<file path="src/rtl/rc4_pkg.sv">
// Shared arcfour constants and the message reader state encoding.
package rc4_pkg;

    localparam int MESSAGE_LENGTH     = 32;
    localparam int MESSAGE_LOG_LENGTH = 5;
    localparam int RAM_WIDTH          = 8;

    typedef enum logic [1:0] {
        IDLE  = 2'd0,
        READ  = 2'd1,
        DRAIN = 2'd2
    } reader_state_t;

endpackage

</file>
<file path="src/rtl/message_reader_skid_fifo2.sv">
// Two-entry FIFO with valid/ready on both sides.
// Latency: a word written in cycle n is visible at the head in cycle n+1.
// Backpressure: wr_rdy drops only when full and the head is not leaving this cycle.
module skid_fifo2 #(
    parameter int WIDTH = 9
) (
    input  logic             clk,
    input  logic             rst_n,
    input  logic             wr_vld,
    output logic             wr_rdy,
    input  logic [WIDTH-1:0] wr_dat,
    output logic             rd_vld,
    input  logic             rd_rdy,
    output logic [WIDTH-1:0] rd_dat,
    output logic [1:0]       count
);

    logic [WIDTH-1:0] mem [2];
    logic             wr_ptr;
    logic             rd_ptr;
    logic             push;
    logic             pop;

    assign rd_vld = (count != 2'd0);
    assign wr_rdy = (count != 2'd2) || rd_rdy;
    assign push   = wr_vld && wr_rdy;
    assign pop    = rd_vld && rd_rdy;
    assign rd_dat = mem[rd_ptr];

    // When full, a push lands in the slot being popped; the read sees the old word.
    always_ff @(posedge clk or negedge rst_n) begin
        if (!rst_n) begin
            mem[0] <= '0;
            mem[1] <= '0;
            wr_ptr <= 1'b0;
            rd_ptr <= 1'b0;
            count  <= 2'd0;
        end else begin
            if (push) begin
                mem[wr_ptr] <= wr_dat;
                wr_ptr      <= ~wr_ptr;
            end
            if (pop) begin
                rd_ptr <= ~rd_ptr;
            end
            case ({push, pop})
                2'b10:   count <= count + 2'd1;
                2'b01:   count <= count - 2'd1;
                default: count <= count;
            endcase
        end
    end

endmodule

</file>
<file path="src/rtl/message_reader.sv">
// Streams the winning core's A RAM (addresses 0..MESSAGE_LENGTH-1) as a valid/ready byte stream.
// Latency: first byte valid two clock edges after the edge that samples start; then 1 byte/cycle.
// Backpressure: reads are throttled by FIFO credit; out_data/out_last hold while stalled.
module message_reader #(
    parameter int NUM_CORES          = 2,
    parameter int LOG_NUM_CORES      = 8,
    parameter int MESSAGE_LENGTH     = rc4_pkg::MESSAGE_LENGTH,
    parameter int MESSAGE_LOG_LENGTH = rc4_pkg::MESSAGE_LOG_LENGTH,
    parameter int RAM_WIDTH          = rc4_pkg::RAM_WIDTH
) (
    input  logic                            clk,
    input  logic                            reset,
    input  logic                            start,
    input  logic [LOG_NUM_CORES-1:0]        core_sel,
    output logic [MESSAGE_LOG_LENGTH-1:0]   rd_addr,
    input  logic [NUM_CORES*RAM_WIDTH-1:0]  rd_data,
    output logic [RAM_WIDTH-1:0]            out_data,
    output logic                            out_valid,
    output logic                            out_last,
    input  logic                            out_ready,
    output logic                            busy,
    output logic                            done,
    output logic                            sel_err
);

    import rc4_pkg::*;

    localparam logic [MESSAGE_LOG_LENGTH-1:0] LAST_ADDR = MESSAGE_LOG_LENGTH'(MESSAGE_LENGTH - 1);

    reader_state_t            state;
    reader_state_t            state_nxt;
    logic [LOG_NUM_CORES-1:0] sel_q;
    logic                     inflight;
    logic                     inflight_last;
    logic                     err_done;
    logic                     drain_done;
    logic                     sel_ok;
    logic                     issue;
    logic                     pop;
    logic [1:0]               fifo_count;
    logic [1:0]               credit_used;
    logic                     fifo_wr_rdy;
    logic [RAM_WIDTH-1:0]     ram_byte;

    assign sel_ok = int'(core_sel) < NUM_CORES;
    assign pop    = out_valid && out_ready;

    // A byte leaving this cycle frees its slot, so back-to-back reads sustain full rate.
    assign credit_used = fifo_count + {1'b0, inflight} - {1'b0, pop};
    assign issue       = (state == READ) && (credit_used < 2'd2);

    assign busy = (state != IDLE);
    assign done = drain_done || err_done;

    always_comb begin
        state_nxt  = state;
        drain_done = 1'b0;
        case (state)
            IDLE: begin
                if (start && sel_ok) begin
                    state_nxt = READ;
                end
            end
            READ: begin
                if (issue && (rd_addr == LAST_ADDR)) begin
                    state_nxt = DRAIN;
                end
            end
            DRAIN: begin
                if (!out_valid && !inflight) begin
                    state_nxt  = IDLE;
                    drain_done = 1'b1;
                end
            end
            default: state_nxt = IDLE;
        endcase
    end

    always_ff @(posedge clk or negedge reset) begin
        if (!reset) begin
            state         <= IDLE;
            sel_q         <= '0;
            rd_addr       <= '0;
            inflight      <= 1'b0;
            inflight_last <= 1'b0;
            sel_err       <= 1'b0;
            err_done      <= 1'b0;
        end else begin
            state         <= state_nxt;
            err_done      <= 1'b0;
            inflight      <= issue;
            inflight_last <= issue && (rd_addr == LAST_ADDR);
            if ((state == IDLE) && start) begin
                if (sel_ok) begin
                    sel_q   <= core_sel;
                    rd_addr <= '0;
                    sel_err <= 1'b0;
                end else begin
                    sel_err  <= 1'b1;
                    err_done <= 1'b1;
                end
            end else if (issue && (rd_addr != LAST_ADDR)) begin
                rd_addr <= rd_addr + MESSAGE_LOG_LENGTH'(1);
            end
        end
    end

    // Only the latched selection steers the mux; core_sel is ignored mid-transfer.
    always_comb begin
        ram_byte = '0;
        for (int i = 0; i < NUM_CORES; i++) begin
            if (sel_q == LOG_NUM_CORES'(i)) begin
                ram_byte = rd_data[i*RAM_WIDTH +: RAM_WIDTH];
            end
        end
    end

    skid_fifo2 #(
        .WIDTH (RAM_WIDTH + 1)
    ) u_fifo (
        .clk    (clk),
        .rst_n  (reset),
        .wr_vld (inflight),
        .wr_rdy (fifo_wr_rdy),
        .wr_dat ({inflight_last, ram_byte}),
        .rd_vld (out_valid),
        .rd_rdy (out_ready),
        .rd_dat ({out_last, out_data}),
        .count  (fifo_count)
    );

    no_overflow_a: assert property (@(posedge clk) disable iff (!reset) inflight |-> fifo_wr_rdy);

endmodule

</file>
<file path="config.mk">
export PLATFORM = sky130hd
export DESIGN_NAME = message_reader
export DESIGN_NICKNAME = d
export VERILOG_FILES = /design/src/rtl/rc4_pkg.sv /design/src/rtl/message_reader_skid_fifo2.sv /design/src/rtl/message_reader.sv
export SDC_FILE = /design/constraint.sdc
export NUM_CORES = 1
export LEC_CHECK = 0
export BUFFER_PORTS_ARGS = -buffer_cell sky130_fd_sc_hd__buf_2
export CORE_AREA = 2 2 71 73
export DETAILED_ROUTE_END_ITERATION = 6
export DIE_AREA = 0 0 73 75
export GPL_ROUTABILITY_DRIVEN = 0
export PLACE_DENSITY = 0.66
export RECOVER_POWER = 100
export SYNTH_ARGS = -nofsm -noshare
export SYNTH_HDL_FRONTEND = slang
export SYNTH_HIERARCHICAL = 1
export SYNTH_SLANG_ARGS = --single-unit
</file>
<file path="constraint.sdc">
create_clock -name clk -period 4.4 [get_ports clk]
set_input_delay 0.88 -clock clk [delete_from_list [all_inputs] [get_ports clk]]
set_output_delay 0.88 -clock clk [all_outputs]
set_load 0.01 [all_outputs]
</file>
==> results.sh <==
export IMPL_result_of_the_run="finished, violations left"
export IMPL_violated_checks="capacitance limit, slew limit"
export IMPL_worst_ir_drop_vdd_v=0.0002619
export IMPL_critPathKind="flip-flop to flip-flop"
export IMPL_synth_flop_cell="sky130_fd_sc_hd__dfrtp_1"
export IMPL_final_hpwl_from_detailed_placement_mm=2.467
export IMPL_cts_made_buffers=5
export IMPL_timing_final_crit_period_ns=2.446
export IMPL_boundaryPins=46
export IMPL_vias_per_cell=4.988
export IMPL_maxSlewViolCount=42
export IMPL_critPathBufInv=0
export IMPL_placement_rows=25
export IMPL_grt_max_degree=42
export IMPL_cts_repair_resized=0
export IMPL_clk_latency_ns=0.28
export IMPL_h_tree_levels=2
export IMPL_final_setup_tns_ns=0
export IMPL_crit_path_max_fanout=6
export IMPL_setup_slack_of_the_most_critical_reg_to_reg_path_ns=1.95
export IMPL_endpoint_kind="flip-flop"
export IMPL_drc_errors=0
export IMPL_cts_max_path_buffers=2
export IMPL_yosys_area_top_type="sky130_fd_sc_hd__dfrtp_1"
export IMPL_floorplan_die_area_sq_mm=0.005475
export IMPL_critical_path_startpoint_type="flip-flop"
export IMPL_grt_first_pass_wirelength_mm=5.996
export IMPL_path_delay_family="simple AND/OR/NAND/NOR gates"
export IMPL_critical_path_cell_chain="or2_2, and2_0, ha_1, and2b_1, xnor2_1, or3_1, o311ai_0"
export IMPL_cts_tree="done"
export IMPL_postLayoutCoreUtil_pct=49.10
export IMPL_first_global_vias=1338
export IMPL_mostFrequentLayoutCells="sky130_fd_sc_hd__dfrtp_1, sky130_fd_sc_hd__buf_2, sky130_fd_sc_hd__clkbuf_1"
export IMPL_antenna_found_initial=0
export IMPL_drive_gt1_share_pct=22.33
export IMPL_cts_post_setup_buffers_inserted=0
export IMPL_portBuffers=45
export IMPL_max_stage_delay_ns=0.44
export IMPL_root_buffer="sky130_fd_sc_hd__clkbuf_8"
export IMPL_drt_first_iter_violations=112
export IMPL_hold_path_class="flip-flop to flip-flop"
export IMPL_crit_arrival_ns=2.61
export IMPL_rsz0062_at_grt="false"
export IMPL_grt_overflow_total=0
export IMPL_synth_seq_area_share_pct=50.34
export IMPL_final_hold_viols=0
export IMPL_detailroute_via_count=1297
export IMPL_synth_lib_cells_used_distinct=37
export IMPL_synth_area_sq_mm=0.002038
export IMPL_cellLeakagePower_nw=1.090
export IMPL_layout_nets=237
export IMPL_routedWlPerCell_microns=13.03
export IMPL_wirelength_mm=3.388
export IMPL_worst_hold_slack_ns=0.4896
export IMPL_critical_path_slowest_cell="sky130_fd_sc_hd__or3_1"
export IMPL_postSynthNetCount=191
export IMPL_die_h_microns=75
export IMPL_syn_instance_count=159
export IMPL_synth_edf_count=0
export IMPL_area_delta_synth_final_pct=12.28
export IMPL_postRouteAntennaNets=0
export IMPL_cap_viol_max_count=1
export IMPL_drt_pre_antenna_iters=4
export IMPL_clock_skew_ns=0.003759
export IMPL_register_bit_total_from_synthesis=41
export IMPL_ys_async_rst_share_pct=100.0
export IMPL_final_period_utilization_pct=55.60
export IMPL_ctsHoldBuffers=0
export IMPL_grt_total_usage_pct=14.23
export IMPL_post_synth_main_area_contributors="sky130_fd_sc_hd__dfrtp_1, sky130_fd_sc_hd__mux2_4, sky130_fd_sc_hd__mux2_2, sky130_fd_sc_hd__mux2i_1, sky130_fd_sc_hd__and2_1"
export IMPL_syn_avg_cell_area_sq_um=12.82
export IMPL_clock_input_transition_at_the_sequential_cells_of_the_worst_setup_and_hold_paths_ns=0.07
export IMPL_final_common_cell="sky130_fd_sc_hd__dfrtp_1"
export IMPL_cellPowerDensity_mw_per_mm2=608.7
export IMPL_placeable_core_area_sq_mm=0.004661
export IMPL_start_util_pct=43.73
export IMPL_fmaxAchievable_mhz=408.8
export IMPL_setup_violations=0
export IMPL_diodes=0
export IMPL_dieWidth_microns=73
export IMPL_slew_headroom_pct=-39.30
export IMPL_synth_top_cell_area_share_pct=50.34
export IMPL_cts_sinks=41
export IMPL_timing_worst_slew_pin_value_ns=2.089
export IMPL_worstPathRequired_ns=4.57
export IMPL_number_of_fillers_in_the_final_layout=448
export IMPL_ys_warn_count=6
==> cell usage after synthesis, drive strengths merged (2+ instances only) <==
cell	count
xor2	2
inv	6
and2	9
mux2	28
xnor2	6
clkbuf	4
o31ai	2
dfrtp	41
nor2	11
and3	2
mux2i	11
or4	2
or2	2
nor3	3
ha	4
buf	2
o311ai	2
nor2b	2
nor3b	2
nand2	5
==> path summary, 6_finish.rpt <==
check	startpoint	cells after the start	end
hold reg to reg	sel_q[6]	1	sel_q[6]
min in group asynchronous	reset	1	u_fifo/mem[2]
hold / removal	sel_q[6]	1	sel_q[6]
max in group asynchronous	reset	1	u_fifo/mem[1]
setup / recovery	u_fifo/count[0]	7	rd_addr[2]
setup reg to reg	u_fifo/count[0]	7	rd_addr[2]
==> cell type report <==
type                    count  area [sq um]  area share [%]
inverters                   6         22.52          0.9841
clock inverters             1         5.005          0.2187
repair buffers             45         200.2           8.748
clock buffers               7         96.34           4.210
multi-input cells         106         870.8           38.05
flip-flops and latches     41          1026           44.83
well taps                  54         67.56           2.952
==> registers in the layout, indices dropped and copies added (netlist names) <==
| register | count |
|---|---|
| u_fifo/count | 2 |
| sel_q | 8 |
| inflight | 1 |
| inflight_last | 1 |
| err_done | 1 |
| sel_err | 1 |
| rd_addr | 5 |
| u_fifo/mem | 18 |
| state | 2 |
| u_fifo/wr_ptr | 1 |
| u_fifo/rd_ptr | 1 |
==> power breakdown <==
group / leakage [nW] / switching [mW] / internal, mW / total (mW)
registers: 0.514 / 0.109 / 0.506 / 0.615
logic: 0.522 / 0.254 / 0.264 / 0.519
clock network: 0.0542 / 0.118 / 0.142 / 0.260
==> kinds of logic after synthesis <==
family / count (synthesis) / synth area share (%)
muxes: 39 / 24.19
and+or+nand+nor: 47 / 13.26
adders and majority gates: 4 / 2.456
buffers and inverters: 12 / 3.069
AOI/OAI and AO/OA: 8 / 3.254
xor gates and xnor gates: 8 / 3.438
DFF: 41 / 50.34
==> metal layers <==
layer	track usage, %	part of all wire [%]	routed length, microns	vias to the layer above
met3	4.284	5.6	189	2
met4	4.321	0.38	13	0
li1	-	-	-	642
met1	18.64	50	1698	613
met5	0	0	0	-
met2	22.92	44	1487	40
==> worst register-to-register path, cell delays in order, from the launching register on <==
cell and delay [ns]:
sky130_fd_sc_hd__dfrtp_1 0.43, sky130_fd_sc_hd__or2_2 0.36, sky130_fd_sc_hd__and2_0 0.17, sky130_fd_sc_hd__ha_1 0.26
sky130_fd_sc_hd__and2b_1 0.18, sky130_fd_sc_hd__xnor2_1 0.19, sky130_fd_sc_hd__or3_1 0.44, sky130_fd_sc_hd__o311ai_0 0.31
==> through the flow <==
step           std cells  power (mW)  setup slack (ns)  area, sq um
2_1_floorplan        159       1.081             2.056         2038
3_3_place_gp         252       1.244             1.873         2291
3_5_place_dp         252       1.257             1.852         2291
4_1_cts              260       1.531             1.976         2392
5_1_grt              260       1.510             1.466         2288
6_report             260       1.393             1.954         2288
Note: power is estimated with default switching activity, not from simulation.
